`config.mk`:
```
export PLATFORM = sky130hd
export DESIGN_NAME = alu_issue_stage
export DESIGN_NICKNAME = d
export VERILOG_FILES = /design/src/rtl/alu_pkg.sv /design/src/rtl/alu_issue_decode.sv /design/src/rtl/alu_issue_stage.sv
export SDC_FILE = /design/constraint.sdc
export NUM_CORES = 1
export LEC_CHECK = 0
export BUFFER_PORTS_ARGS = -buffer_cell sky130_fd_sc_hd__buf_2
export CAP_MARGIN = 20
export CORE_MARGIN = 2
export CORE_UTILIZATION = 45
export CTS_BUF_LIST = sky130_fd_sc_hd__clkbuf_2
export DETAILED_ROUTE_END_ITERATION = 8
export PLACE_DENSITY_LB_ADDON = 0.1
export SYNTH_ARGS = -nofsm -noshare
export SYNTH_HDL_FRONTEND = slang
export SYNTH_SLANG_ARGS = --single-unit
```
`constraint.sdc`:
```
create_clock -name clk -period 1.7 [get_ports clk]
set_input_delay 0.17 -clock clk [delete_from_list [all_inputs] [get_ports clk]]
set_output_delay 0.17 -clock clk [all_outputs]
set_load 0.02 [all_outputs]
```
`src/rtl/alu_pkg.sv`:
```
// Shared types for the ALU issue stage: opcodes, ALU control encoding and
// the payloads held in the execute and result registers.
package alu_pkg;

  localparam int XLEN = 32;

  localparam logic [6:0] OP_R     = 7'b0110011;
  localparam logic [6:0] OP_I     = 7'b0010011;
  localparam logic [6:0] OP_BR    = 7'b1100011;
  localparam logic [6:0] OP_LD    = 7'b0000011;
  localparam logic [6:0] OP_ST    = 7'b0100011;
  localparam logic [6:0] OP_LUI   = 7'b0110111;
  localparam logic [6:0] OP_AUIPC = 7'b0010111;

  typedef enum logic [1:0] {
    ALU_OP  = 2'b00,
    ALU_BR  = 2'b01,
    ALU_ADD = 2'b10
  } alu_ctrl_e;

  // Execute-register payload; target is zero for anything but a branch.
  typedef struct packed {
    logic [XLEN-1:0] src_a;
    logic [XLEN-1:0] src_b;
    logic [XLEN-1:0] instr;
    alu_ctrl_e       ctrl;
    logic [4:0]      rd;
    logic            rd_we;
    logic            is_br;
    logic [XLEN-1:0] target;
    logic            illegal;
  } exe_pl_t;

  typedef struct packed {
    logic [XLEN-1:0] result;
    logic [4:0]      rd;
    logic            rd_we;
    logic            taken;
    logic [XLEN-1:0] target;
    logic            illegal;
  } wb_pl_t;

  function automatic logic [XLEN-1:0] sext12(input logic [11:0] v);
    return {{(XLEN-12){v[11]}}, v};
  endfunction

endpackage

```
`src/rtl/alu_issue_decode.sv`:
```
// Combinational operand/immediate/control generation for one incoming
// instruction; the result is what the execute register captures on accept.
module alu_issue_decode
  import alu_pkg::*;
(
  input  logic [31:0] instr_i,
  input  logic [31:0] pc_i,
  input  logic [31:0] rs1_i,
  input  logic [31:0] rs2_i,
  output exe_pl_t     pl_o
);

  logic [2:0]  funct3;
  logic        rd_nz;
  logic [31:0] imm_i, imm_s, imm_b, imm_u;

  assign funct3 = instr_i[14:12];
  assign rd_nz  = |instr_i[11:7];
  assign imm_i  = sext12(instr_i[31:20]);
  assign imm_s  = sext12({instr_i[31:25], instr_i[11:7]});
  assign imm_b  = {{19{instr_i[31]}}, instr_i[31], instr_i[7],
                   instr_i[30:25], instr_i[11:8], 1'b0};
  assign imm_u  = {instr_i[31:12], 12'b0};

  always_comb begin
    pl_o       = '0;
    pl_o.instr = instr_i;
    pl_o.rd    = instr_i[11:7];
    pl_o.ctrl  = ALU_ADD;
    case (instr_i[6:0])
      OP_R: begin
        pl_o.src_a = rs1_i;
        pl_o.src_b = rs2_i;
        pl_o.ctrl  = ALU_OP;
        pl_o.rd_we = rd_nz;
      end
      OP_I: begin
        pl_o.src_a = rs1_i;
        pl_o.ctrl  = ALU_OP;
        pl_o.rd_we = rd_nz;
        // The ALU only decodes R-type, so I-type is presented as R-type.
        if (funct3 == 3'b001 || funct3 == 3'b101) begin
          pl_o.src_b = {27'b0, instr_i[24:20]};
          pl_o.instr = {instr_i[31:7], OP_R};
        end else begin
          // Clear funct7 so an immediate with bit 30 set can't select SUB.
          pl_o.src_b = imm_i;
          pl_o.instr = {7'b0, instr_i[24:7], OP_R};
        end
      end
      OP_BR: begin
        pl_o.src_a  = rs1_i;
        pl_o.src_b  = rs2_i;
        pl_o.ctrl   = ALU_BR;
        pl_o.is_br  = 1'b1;
        pl_o.target = pc_i + imm_b;
      end
      OP_LD: begin
        pl_o.src_a = rs1_i;
        pl_o.src_b = imm_i;
      end
      OP_ST: begin
        pl_o.src_a = rs1_i;
        pl_o.src_b = imm_s;
      end
      OP_LUI: begin
        pl_o.src_b = imm_u;
        pl_o.rd_we = rd_nz;
      end
      OP_AUIPC: begin
        pl_o.src_a = pc_i;
        pl_o.src_b = imm_u;
        pl_o.rd_we = rd_nz;
      end
      default: pl_o.illegal = 1'b1;
    endcase
  end

endmodule

```
`src/rtl/alu_issue_stage.sv`:
```
// Two-register issue stage: E drives the combinational ALU, W captures its
// result for writeback/redirect; valid/ready on both sides, 1 instr/cycle.
module alu_issue_stage
  import alu_pkg::*;
#(
  parameter int XLEN = 32
) (
  input  logic            clk,
  input  logic            n_rst,
  input  logic            in_valid,
  output logic            in_ready,
  input  logic [XLEN-1:0] in_instr,
  input  logic [XLEN-1:0] in_pc,
  input  logic [XLEN-1:0] in_rs1,
  input  logic [XLEN-1:0] in_rs2,
  output logic [XLEN-1:0] src_A,
  output logic [XLEN-1:0] src_B,
  output logic [XLEN-1:0] instruction,
  output logic [1:0]      ALU_control,
  input  logic [XLEN-1:0] ALU_result,
  input  logic            BranchConditionFlag,
  output logic            out_valid,
  input  logic            out_ready,
  output logic [XLEN-1:0] out_result,
  output logic [4:0]      out_rd,
  output logic            out_rd_we,
  output logic            out_branch_taken,
  output logic [XLEN-1:0] out_branch_target,
  output logic            out_illegal
);

  exe_pl_t dec_pl, e_q;
  wb_pl_t  w_q, w_d;
  logic    e_v_q, e_v_d, w_v_q, w_v_d;
  logic    w_accept, e_adv, in_fire;

  alu_issue_decode u_dec (
    .instr_i (in_instr),
    .pc_i    (in_pc),
    .rs1_i   (in_rs1),
    .rs2_i   (in_rs2),
    .pl_o    (dec_pl)
  );

  assign w_accept = ~w_v_q | out_ready;
  assign e_adv    = e_v_q & w_accept;
  // Held low while in reset so every output reads zero during reset.
  assign in_ready = n_rst & (~e_v_q | w_accept);
  assign in_fire  = in_valid & in_ready;

  always_comb begin
    e_v_d = e_v_q;
    if (in_fire)    e_v_d = 1'b1;
    else if (e_adv) e_v_d = 1'b0;

    w_v_d = w_v_q;
    if (e_adv)                  w_v_d = 1'b1;
    else if (w_v_q & out_ready) w_v_d = 1'b0;

    w_d.result  = ALU_result;
    w_d.rd      = e_q.rd;
    w_d.rd_we   = e_q.rd_we;
    w_d.taken   = e_q.is_br & BranchConditionFlag;
    w_d.target  = e_q.target;
    w_d.illegal = e_q.illegal;
  end

  // Payloads only load on their handshake; E keeps driving the ALU when idle.
  always_ff @(posedge clk or negedge n_rst) begin
    if (!n_rst) begin
      e_v_q <= 1'b0;
      w_v_q <= 1'b0;
      e_q   <= '0;
      w_q   <= '0;
    end else begin
      e_v_q <= e_v_d;
      w_v_q <= w_v_d;
      if (in_fire) e_q <= dec_pl;
      if (e_adv)   w_q <= w_d;
    end
  end

  assign src_A             = e_q.src_a;
  assign src_B             = e_q.src_b;
  assign instruction       = e_q.instr;
  assign ALU_control       = e_q.ctrl;

  assign out_valid         = w_v_q;
  assign out_result        = w_q.result;
  assign out_rd            = w_q.rd;
  assign out_rd_we         = w_q.rd_we;
  assign out_branch_taken  = w_q.taken;
  assign out_branch_target = w_q.target;
  assign out_illegal       = w_q.illegal;

endmodule

```
# After elaboration in Yosys (flattened, before gate mapping)

Cells that the tools add are included.

Add/subtract/negate cells: 1
Multipliers: 0
Div/mod/pow operators: 0
Magnitude comparators: 0
Equality and inequality tests: 9
Shifts and indexed selects: 0
Multiplexer cells: 12
Bitwise operators: 9
Reductions and logical operators: 10

Operator list:

| operator                                                         | number |
|---|---|
| 32-bit case mux with 5 select lines                              | 1 |
| 64-bit 2-to-1 mux                                                | 1 |
| 32-bit case mux with 2 select lines                              | 1 |
| 33-bit 2-to-1 mux                                                | 1 |
| 32-bit adder                                                     | 1 |
| 32-bit 2-to-1 mux                                                | 1 |
| 7-bit by 6-bit == test with 1-bit output (second input constant) | 3 |
| 7-bit by 5-bit == test with 1-bit output (second input constant) | 2 |
| 5-bit OR reduction                                               | 2 |
| 7-bit by 2-bit == test with 1-bit output (second input constant) | 1 |
| 7-bit == test (second input constant)                            | 1 |
| 7-bit OR reduction                                               | 1 |
| 1-bit 2-to-1 mux                                                 | 6 |
| 2-bit OR reduction                                               | 3 |
| 1-bit bitwise AND                                                | 5 |
| 2-bit case mux with 2 select lines                               | 1 |
| 2-bit nonzero test                                               | 2 |
| 4-bit OR reduction                                               | 1 |
| 3-bit by 1-bit == test with 1-bit output (second input constant) | 1 |
| 3-bit == test (second input constant)                            | 1 |
| 1-bit inverter                                                   | 2 |
| 1-bit OR                                                         | 2 |
| 1-bit logical OR                                                 | 1 |

Flip-flop bits (word level): 212
Latch bits: 0
Bits in writable memories: 0
Bits in read-only memories: 0
Input port bits: 165
Output and inout bits: 172
Word-level logic and storage cells: 58
Memories kept: 0

# Depth between registers and ports, before layout

Gate-level depths: netlist (run 1).

Depth after elaboration: 6
Gate-level depth with buffers: 10
Gate-level depth less buffers: 10

# Modules after synthesis

A second synthesis (run 1) with hierarchy kept.

Cell total of the unflattened synthesis: 994
Area, all modules: 11629.9 um^2

Modules (own cells, without submodules):

| module           | times used | cells each | area an instance (um^2) |
|---|---|---|---|
| alu_issue_stage  | 1          | 554        | 8653.3 |
| alu_issue_decode | 1          | 440        | 2976.6 |

# Worst setup path before layout (run 1)

No wires, ideal clock.

Path type: in2reg
Start point: in in_instr[8]
End point: reg e_q[26] (netlist name)
Library setup time: 124 ps
Data arrival time: 2073 ps
Setup slack: -497 ps
Stages: 10
Cells stage by stage: ha_1 -> inv_1 -> fa_1 -> and2b_1 -> o2111ai_2 -> a21o_1 -> a211oi_2 -> a221o_2 -> nor2_1 -> a211o_1

Longest elaborated chain between the ends: 2

Ends and longest elaborated chain:

| item                 | line                   | RTL |
|---|---|---|
| start, declared      | alu_issue_stage.sv:12  | `input logic [XLEN-1:0] in_instr,` |
| 32-bit adder         | alu_issue_decode.sv:56 | `pl_o.target = pc_i + imm_b;` |
| 33-bit 2-to-1 mux    | alu_issue_decode.sv:30 | `case (instr_i[6:0])` |
| end signal, assigned | alu_issue_stage.sv:78  | `if (in_fire) e_q <= dec_pl;` |
| end, declared        | alu_issue_stage.sv:32  | `exe_pl_t dec_pl, e_q;` |

No other way between the ends.
A chain may end at the register's enable or synchronous reset.

# Worst setup path after layout (run 1)

Start point: reg w_v_q, in the netlist out_valid
End point: reg e_q[28] (netlist name)

Longest elaborated chain between the ends: 5

Ends and longest elaborated chain:

| item                   | line                  | RTL |
|---|---|---|
| start, declared        | alu_issue_stage.sv:34 | `logic e_v_q, e_v_d, w_v_q, w_v_d;` |
| start signal, assigned | alu_issue_stage.sv:77 | `w_v_q <= w_v_d;` |
| 1-bit inverter         | alu_issue_stage.sv:45 | `assign w_accept = ~w_v_q \| out_ready;` |
| 1-bit OR               | alu_issue_stage.sv:45 |  |
| 1-bit OR               | alu_issue_stage.sv:48 | `assign in_ready = n_rst & (~e_v_q \| w_accept);` |
| 1-bit bitwise AND      | alu_issue_stage.sv:48 |  |
| 1-bit bitwise AND      | alu_issue_stage.sv:49 | `assign in_fire = in_valid & in_ready;` |

No other way between the ends.

==> results of run 1 <==
cell families after synthesis:
family          count (synthesis)
compound gates                244
buf+inv                       166
simple gates                  293
fa+ha+maj                      31
xor+xnor                       27
flops                         207
mux                            77
sequential cells by signal, indices dropped and copies added, names as in the netlist:
name	count
e_q	35
out_rd	5
out_result	32
out_branch_target	32
ALU_control	2
out_branch_taken	1
out_illegal	1
out_rd_we	1
src_B	32
e_v_q	1
src_A	32
out_valid	1
instruction	32
power by group through the flow:
stage	Combinational (uW)	Sequential, uW	Clock, uW
2_1_floorplan	1850	6010	0
3_3_place_gp	3430	5710	0
3_5_place_dp	3460	5730	0
4_1_cts	3880	5630	3620
5_1_grt	4390	5700	3890
6_report	4090	5650	3500
through the flow:
step	setup WS [ns]	TNS, ns	hold WS [ns]	area, um^2	utilization
detailed placement	-0.6467	-13.16	0.3001	13220	0.5667
CTS	-0.2508	-5.332	0.001615	15790	0.6766
finish	-0.2338	-3.253	0.02396	16310	0.6989
global route	-0.3260	-6.965	0.01039	16310	0.6989
floorplan	-0.3402	-2.709	-0.1256	10800	-
global placement	-0.6446	-12.55	0.3011	13220	0.5667
layout by cell type (no fill, tap or decap), types with 7 or more instances in the layout:
cell and instances:
buf_2 330, dfrtp_1 206, dlygate4sd3_1 170, buf_4 145, nand2_1 143, clkbuf_2 88
nor2_1 80, mux2_2 76, o21ai_0 45, a21oi_1 31, a221oi_2 27, o21ai_2 24
a221oi_1 22, ha_1 21, xor2_1 18, buf_12 13, buf_6 12, a21o_1 11
a22o_1 10, clkinv_1 10, inv_1 9, xnor2_1 8, a21oi_2 8, nor2b_1 7
o21ai_1 7, o21bai_1 7, nand3_1 7, nor3_1 7, ha_4 7
timing repair:
action | CTS | global route
pin swaps | 28 | 35
hold endpoints to repair | 372 | 13
cloned | 2 | 3
hold buffers | 170 | 8
setup endpoints to repair | 29 | 113
resized for setup | 79 | 73
buffers inserted | 5 | 12
worst max-delay path by stage:
stage | end | slack [ns]
2_1_floorplan | e_q[26]$_DFFE_PN0P_ | -0.34
3_3_place_gp | e_q[26]$_DFFE_PN0P_ | -0.64
3_5_place_dp | e_q[26]$_DFFE_PN0P_ | -0.65
4_1_cts | in_ready | -0.25
5_1_grt | e_q[28]$_DFFE_PN0P_ | -0.33
6_report | e_q[28]$_DFFE_PN0P_ | -0.23
final cells by class:
cell class	count	area share
Clock inverter	13	0.003376
Multi-Input combinational cell	673	0.3190
Clock buffer	88	0.02701
Tap cell	319	0.02447
Antenna cell	2	0.0003069
Inverter	10	0.002302
Sequential cell	207	0.3177
Timing Repair Buffer	677	0.3058
tightest hold or removal path: cells and delay by family:
| family | cells | cell delay [ns] |
|---|---|---|
| and+or+nand+nor | 1 | 0.06 |
| buffers and inverters | 1 | 0.13 |
| adders and majority gates | 1 | 0.18 |
| AOI/OAI and AO/OA | 2 | 0.31 |
layer usage:
metal | part of all wire | wire length, um | up-vias
li1 | - | - | 4824
met1 | 0.42 | 15530 | 4851
met2 | 0.47 | 17130 | 440
met3 | 0.076 | 2787 | 84
met4 | 0.031 | 1133 | 0
met5 | 0 | 0 | -
==> results.toml, run 1 <==
[flow_run]
drv_cap = 0

[critical_path]
worstSetupStartpoint = "out_valid$_DFFE_PN0P_"
cpMaxStageDelayCell = "or3_4"
reg2reg_from = "out_valid$_DFFE_PN0P_"
cp_cell_sequence = "nand3b_1 -> and2_4 -> buf_6 -> nand2_8 -> or3_4 -> o311ai_2 -> a211o_1"
critPathTopFamily = "simple AND/OR/NAND/NOR gates"
timing.rr.end = "e_q[28]$_DFFE_PN0P_"
max_stage_delay_ns = 0.47
cp.arrival_ns = 2.69
critPathLaunchType = "flop"
critPathBufInv = 1
criticalPathCategory = "flop to flop"
cp_data_required_time_ns = 2.46
cp.depth = 7
path_max_fanout = 5
reg2reg_slack_ns = -0.23
reg2reg_depth = 7
crit_path_end_kind = "flop"

[detailed_routing]
avgRoutedWirePerCell_um = 18.39
wl_um = 36590
drt_iter0_drc = 632
vias = 10199
first_pass_iters = 5
drc = 0
via_per_inst = 5.128
ant_nets = 0

[clock_network]
cts_tree = "done"
clk-insertion-delay-late_ns = 0.86
cts.htree.levels = 2
clock_sinks = 207
cts-root-buf = "clkbuf_2"
cts.reportedPaths.clkPinSlew_ns = 0.12
cts_buffers = 57
clk_path_buf_depth = 3

[min_path]
hold_path_depth = 5
min_to = "e_q[7]$_DFFE_PN0P_"
min_path_type = "input pin to flop"
holdCritStartpoint = "in_pc[4]"

[logic_synthesis]
synth-seq-cells = 207
netlist_instances = 1045
yosys.area_share.simple = 0.1191
synth_area_mm2 = 0.01066
yosys_warnings = 0
synth_compound_area_frac = 0.1593
synth_area_leader_cell = "dfrtp_1"
postSynth.asyncResetShare = 1.000
synth_top_cell_area_share = 0.4859
synthTopCellsByArea = "dfrtp_1 49%, mux2_2 8.1%, buf_4 7.0%"
synth.most_common_cell = "dfrtp_1"
synthMuxAreaShare = 0.08134
synthAdderAreaFrac = 0.03709
ys_seq_area_frac = 0.4859
synth-edff-count = 0
synth_cell_types = 68
synthTopCellsByCount = "207 x dfrtp_1, 148 x nand2_1, 99 x buf_4"
syn-num-nets = 1241
synth_top_family_by_area = "compound AO/OA/AOI/OAI gates"
avgSynthCellArea_um2 = 10.20
synth_xor_area_frac = 0.02218
ys.flop_type = "dfrtp_1"

[place]
dpl.hpwl_um = 24030
gp_congestion = 0.9265
dpl.cell_count = 1697
portBuffers = 336

[power_and_ir_drop]
p_clk_frac = 0.264
peakVddDrop_v = 0.0004963
intPower_uw = 8640
pwr-share-comb = 0.309
seqPwrFrac = 0.427
p_leak_uw = 0.008203
power.density_mw_per_mm2 = 812.3
power_uw = 13250
swShare = 0.3478
p_switching_uw = 4608

[finish]
fillCellCount = 1786
drive_gt1_frac = 0.4790
syn2layout_area_growth_pct = 52.98
seq_area_mm2 = 0.005181
finalNetCount = 1822
multi_input_area_mm2 = 0.005202
final_cells = 1989

[sta]
setup_violations = 38
timing.final.max_slew_violations = 0
layout_min_cycle_time_ns = 1.934
max_freq_ghz = 0.5171
rsz0062_at_grt = "true"
slew_headroom = 0.5625
finalHoldViolCount = 0
tightestPinTransition_ns = 0.6563
finalWorstSetupSlack_ns = -0.2338
clock_skew_ns = 0.06045
finalCritPeriodShare = 1.138

[grt]
grt_usage = 0.2771
grt_pass1_vias = 9972
gr-usage-met3 = 0.06324
grtUsageMet2 = 0.4373
grt_max_degree = 119
met1_usage = 0.3716
grt.busiest_layer = "met2"
grt_pass1_wl_um = 53540
antenna_found_initial = 2
grt_overflow = 0

[die]
die_w_um = 157.9
num_rows = 56
dieArea_mm2 = 0.02494
start_util = 0.4569
die_h_um = 157.9
core_mm2 = 0.02333
pin_count = 337

[status]
status = "finished with violations"
failed_checks = "negative setup slack"
Note: power is estimated with default switching activity, not from simulation.
==> inputs of run 2 (changes only) <==
BUFFER_PORTS_ARGS = unset   (was -buffer_cell sky130_fd_sc_hd__buf_2)
DONT_BUFFER_PORTS = 1   (was unset)
==> run 2 against run 1 <==
Effect of this change:
- worst setup slack improved by 0.0089 ns
- largest cell class unchanged
- sequential power up 13%
- sequential share of layout area up 2.2 points
- critical path depth increased by 1
- flip-flop and latch count unchanged
- routed wire length is 4.7% lower
- utilization fell by 4.5 points
- combinational power down 33%
- via count down 11%
- the run ends with negative hold slack, negative setup slack left
- count of clock-buffer cells in the layout decreased by 2
- die area unchanged
==> results.toml, run 2 (synthesis results as in run 1) <==
[clock_network]
cts_buffers = 55
clk-insertion-delay-late_ns = 0.82
cts-root-buf = "clkbuf_2"
cts_tree = "done"
cts.htree.levels = 2
clock_sinks = 207
cts.reportedPaths.clkPinSlew_ns = 0.10
clk_path_buf_depth = 3

[status]
status = "finished with violations"
failed_checks = "negative hold slack, negative setup slack"

[sta]
layout_min_cycle_time_ns = 1.925
finalWorstSetupSlack_ns = -0.2249
clock_skew_ns = 0.03773
finalHoldViolCount = 207
max_freq_ghz = 0.5195
finalCritPeriodShare = 1.132
slew_headroom = 0.6741
tightestPinTransition_ns = 0.4889
timing.final.max_slew_violations = 0
rsz0062_at_grt = "true"
whs_ns = -0.9680
setup_violations = 57

[grt]
grt_max_degree = 210
grt_usage = 0.2646
antenna_found_initial = 2
grt_pass1_vias = 9080
grt_pass1_wl_um = 51240
grt_overflow = 0

[finish]
final_common_cell = "dlygate4sd3_1"
final_cells = 1682
syn2layout_area_growth_pct = 43.23
design_area_mm2 = 0.01527
final_util = 0.6544
top_register = "e_q"
finalNetCount = 1520
layout_common_cells = "223 x dlygate4sd3_1, 206 x dfrtp_1, 131 x nand2_1"
fillCellCount = 1821
drive_gt1_frac = 0.3336
largest_reg_flops = 35

[critical_path]
path_max_fanout = 8
critPathBufInv = 2
crit_end = "e_q[26]$_DFFE_PN0P_"
cp.arrival_ns = 2.69
cpMaxStageDelayCell = "or3_4"
reg2reg_from = "out_valid$_DFFE_PN0P_"
worstSetupStartpoint = "out_valid$_DFFE_PN0P_"
cp.depth = 8
timing.rr.end = "e_q[26]$_DFFE_PN0P_"
criticalPathCategory = "flop to flop"
cp_cell_sequence = "nand3b_1 -> and2_4 -> buf_6 -> nand2_8 -> or3_4 -> buf_6 -> nor3_2 -> a211o_1"
crit_path_end_kind = "flop"
max_stage_delay_ns = 0.49
critPathLaunchType = "flop"
cp_data_required_time_ns = 2.47
critPathTopFamily = "simple AND/OR/NAND/NOR gates"
reg2reg_slack_ns = -0.22
cp_common_cell = "buf_6"
reg2reg_depth = 8

[power_and_ir_drop]
power.density_mw_per_mm2 = 817.3
peakVddDrop_v = 0.0005379
p_leak_uw = 0.007019

[die]
die_h_um = 157.9
dieArea_mm2 = 0.02494
num_rows = 56
core_mm2 = 0.02333
pin_count = 337
start_util = 0.4569
die_w_um = 157.9

[place]
dpl.cell_count = 1327
post_dp_cell_area_mm2 = 0.01125
dpl.hpwl_um = 21440
portBuffers = 0
gp_congestion = 0.8831

[detailed_routing]
drt_iter0_drc = 538
first_pass_iters = 5
ant_nets = 0
wl_um = 34870
avgRoutedWirePerCell_um = 20.73
via_per_inst = 5.397
drc = 0
vias = 9077

[min_path]
min_path_type = "input pin to async pin"

[flow_run]
drv_cap = 0
-- run 2: cell type report --
| type | instances | area, um^2 | area share |
|---|---|---|---|
| multi-input combinational | 672 | 5283 | 0.3460 |
| timing repair buffer | 378 | 3899 | 0.2553 |
| inverter | 10 | 37.54 | 0.002458 |
| tap | 319 | 399.1 | 0.02614 |
| clock buffer | 86 | 430.4 | 0.02819 |
| sequential | 207 | 5181 | 0.3393 |
| clock inverter | 8 | 33.78 | 0.002213 |
| antenna | 2 | 5.005 | 0.0003278 |
-- run 2: metal layers --
metal  global-route usage  up-vias  wire length, um
met3              0.06926       52             3074
li1                     -     4208                -
met2               0.4155      389            16150
met1               0.3597     4428            14830
met4              0.08052        0              811
met5                    0        -                0
-- run 2: worst min path at each step --
stage                from                    endpoint  cells after the start
floorplan           n_rst  ALU_control[0]$_DFFE_PN0P_                      0
global placement    n_rst  out_result[24]$_DFFE_PN0P_                      0
detailed placement  n_rst  out_result[24]$_DFFE_PN0P_                      0
CTS                 n_rst       src_A[28]$_DFFE_PN0P_                      0
global route        n_rst       src_A[28]$_DFFE_PN0P_                      0
finish              n_rst       src_A[28]$_DFFE_PN0P_                      0
-- run 2: where the power goes --
part / switching, uW / internal (uW) / total [uW]
logic: 1240 / 1490 / 2740
registers: 984 / 5390 / 6380
clock network: 2060 / 1310 / 3370
-- run 2: what timing repair did --
action,in CTS,in global routing
resized for setup,114,105
gates cloned,3,10
pin swaps,36,26
setup endpoints to repair,28,112
buffers inserted,11,13
endpoints found under the hold margin,408,232
hold buffers,217,11
-- run 2: stage by stage --
stage                     hold WS (ns)  setup TNS [ns]  total power, uW  worst slack, ns
after floorplan                -0.1256          -2.709             7855          -0.3402
after global placement         -0.1210          -7.386             8242          -0.4990
after detailed placement       -0.1204          -8.567             8269          -0.5376
after CTS                       -1.063          -6.257            12320          -0.2382
after global routing            -1.061          -11.07            13160          -0.3223
final                          -0.9680          -4.402            12480          -0.2249
-- run 2: worst reg2reg max path, stage by stage, from the launching register on --
cell      delay [ns]
dfrtp_2         0.41
nand3b_1        0.17
and2_4          0.19
buf_6           0.11
nand2_8         0.07
or3_4           0.49
buf_6           0.17
nor3_2          0.16
a211o_1         0.13
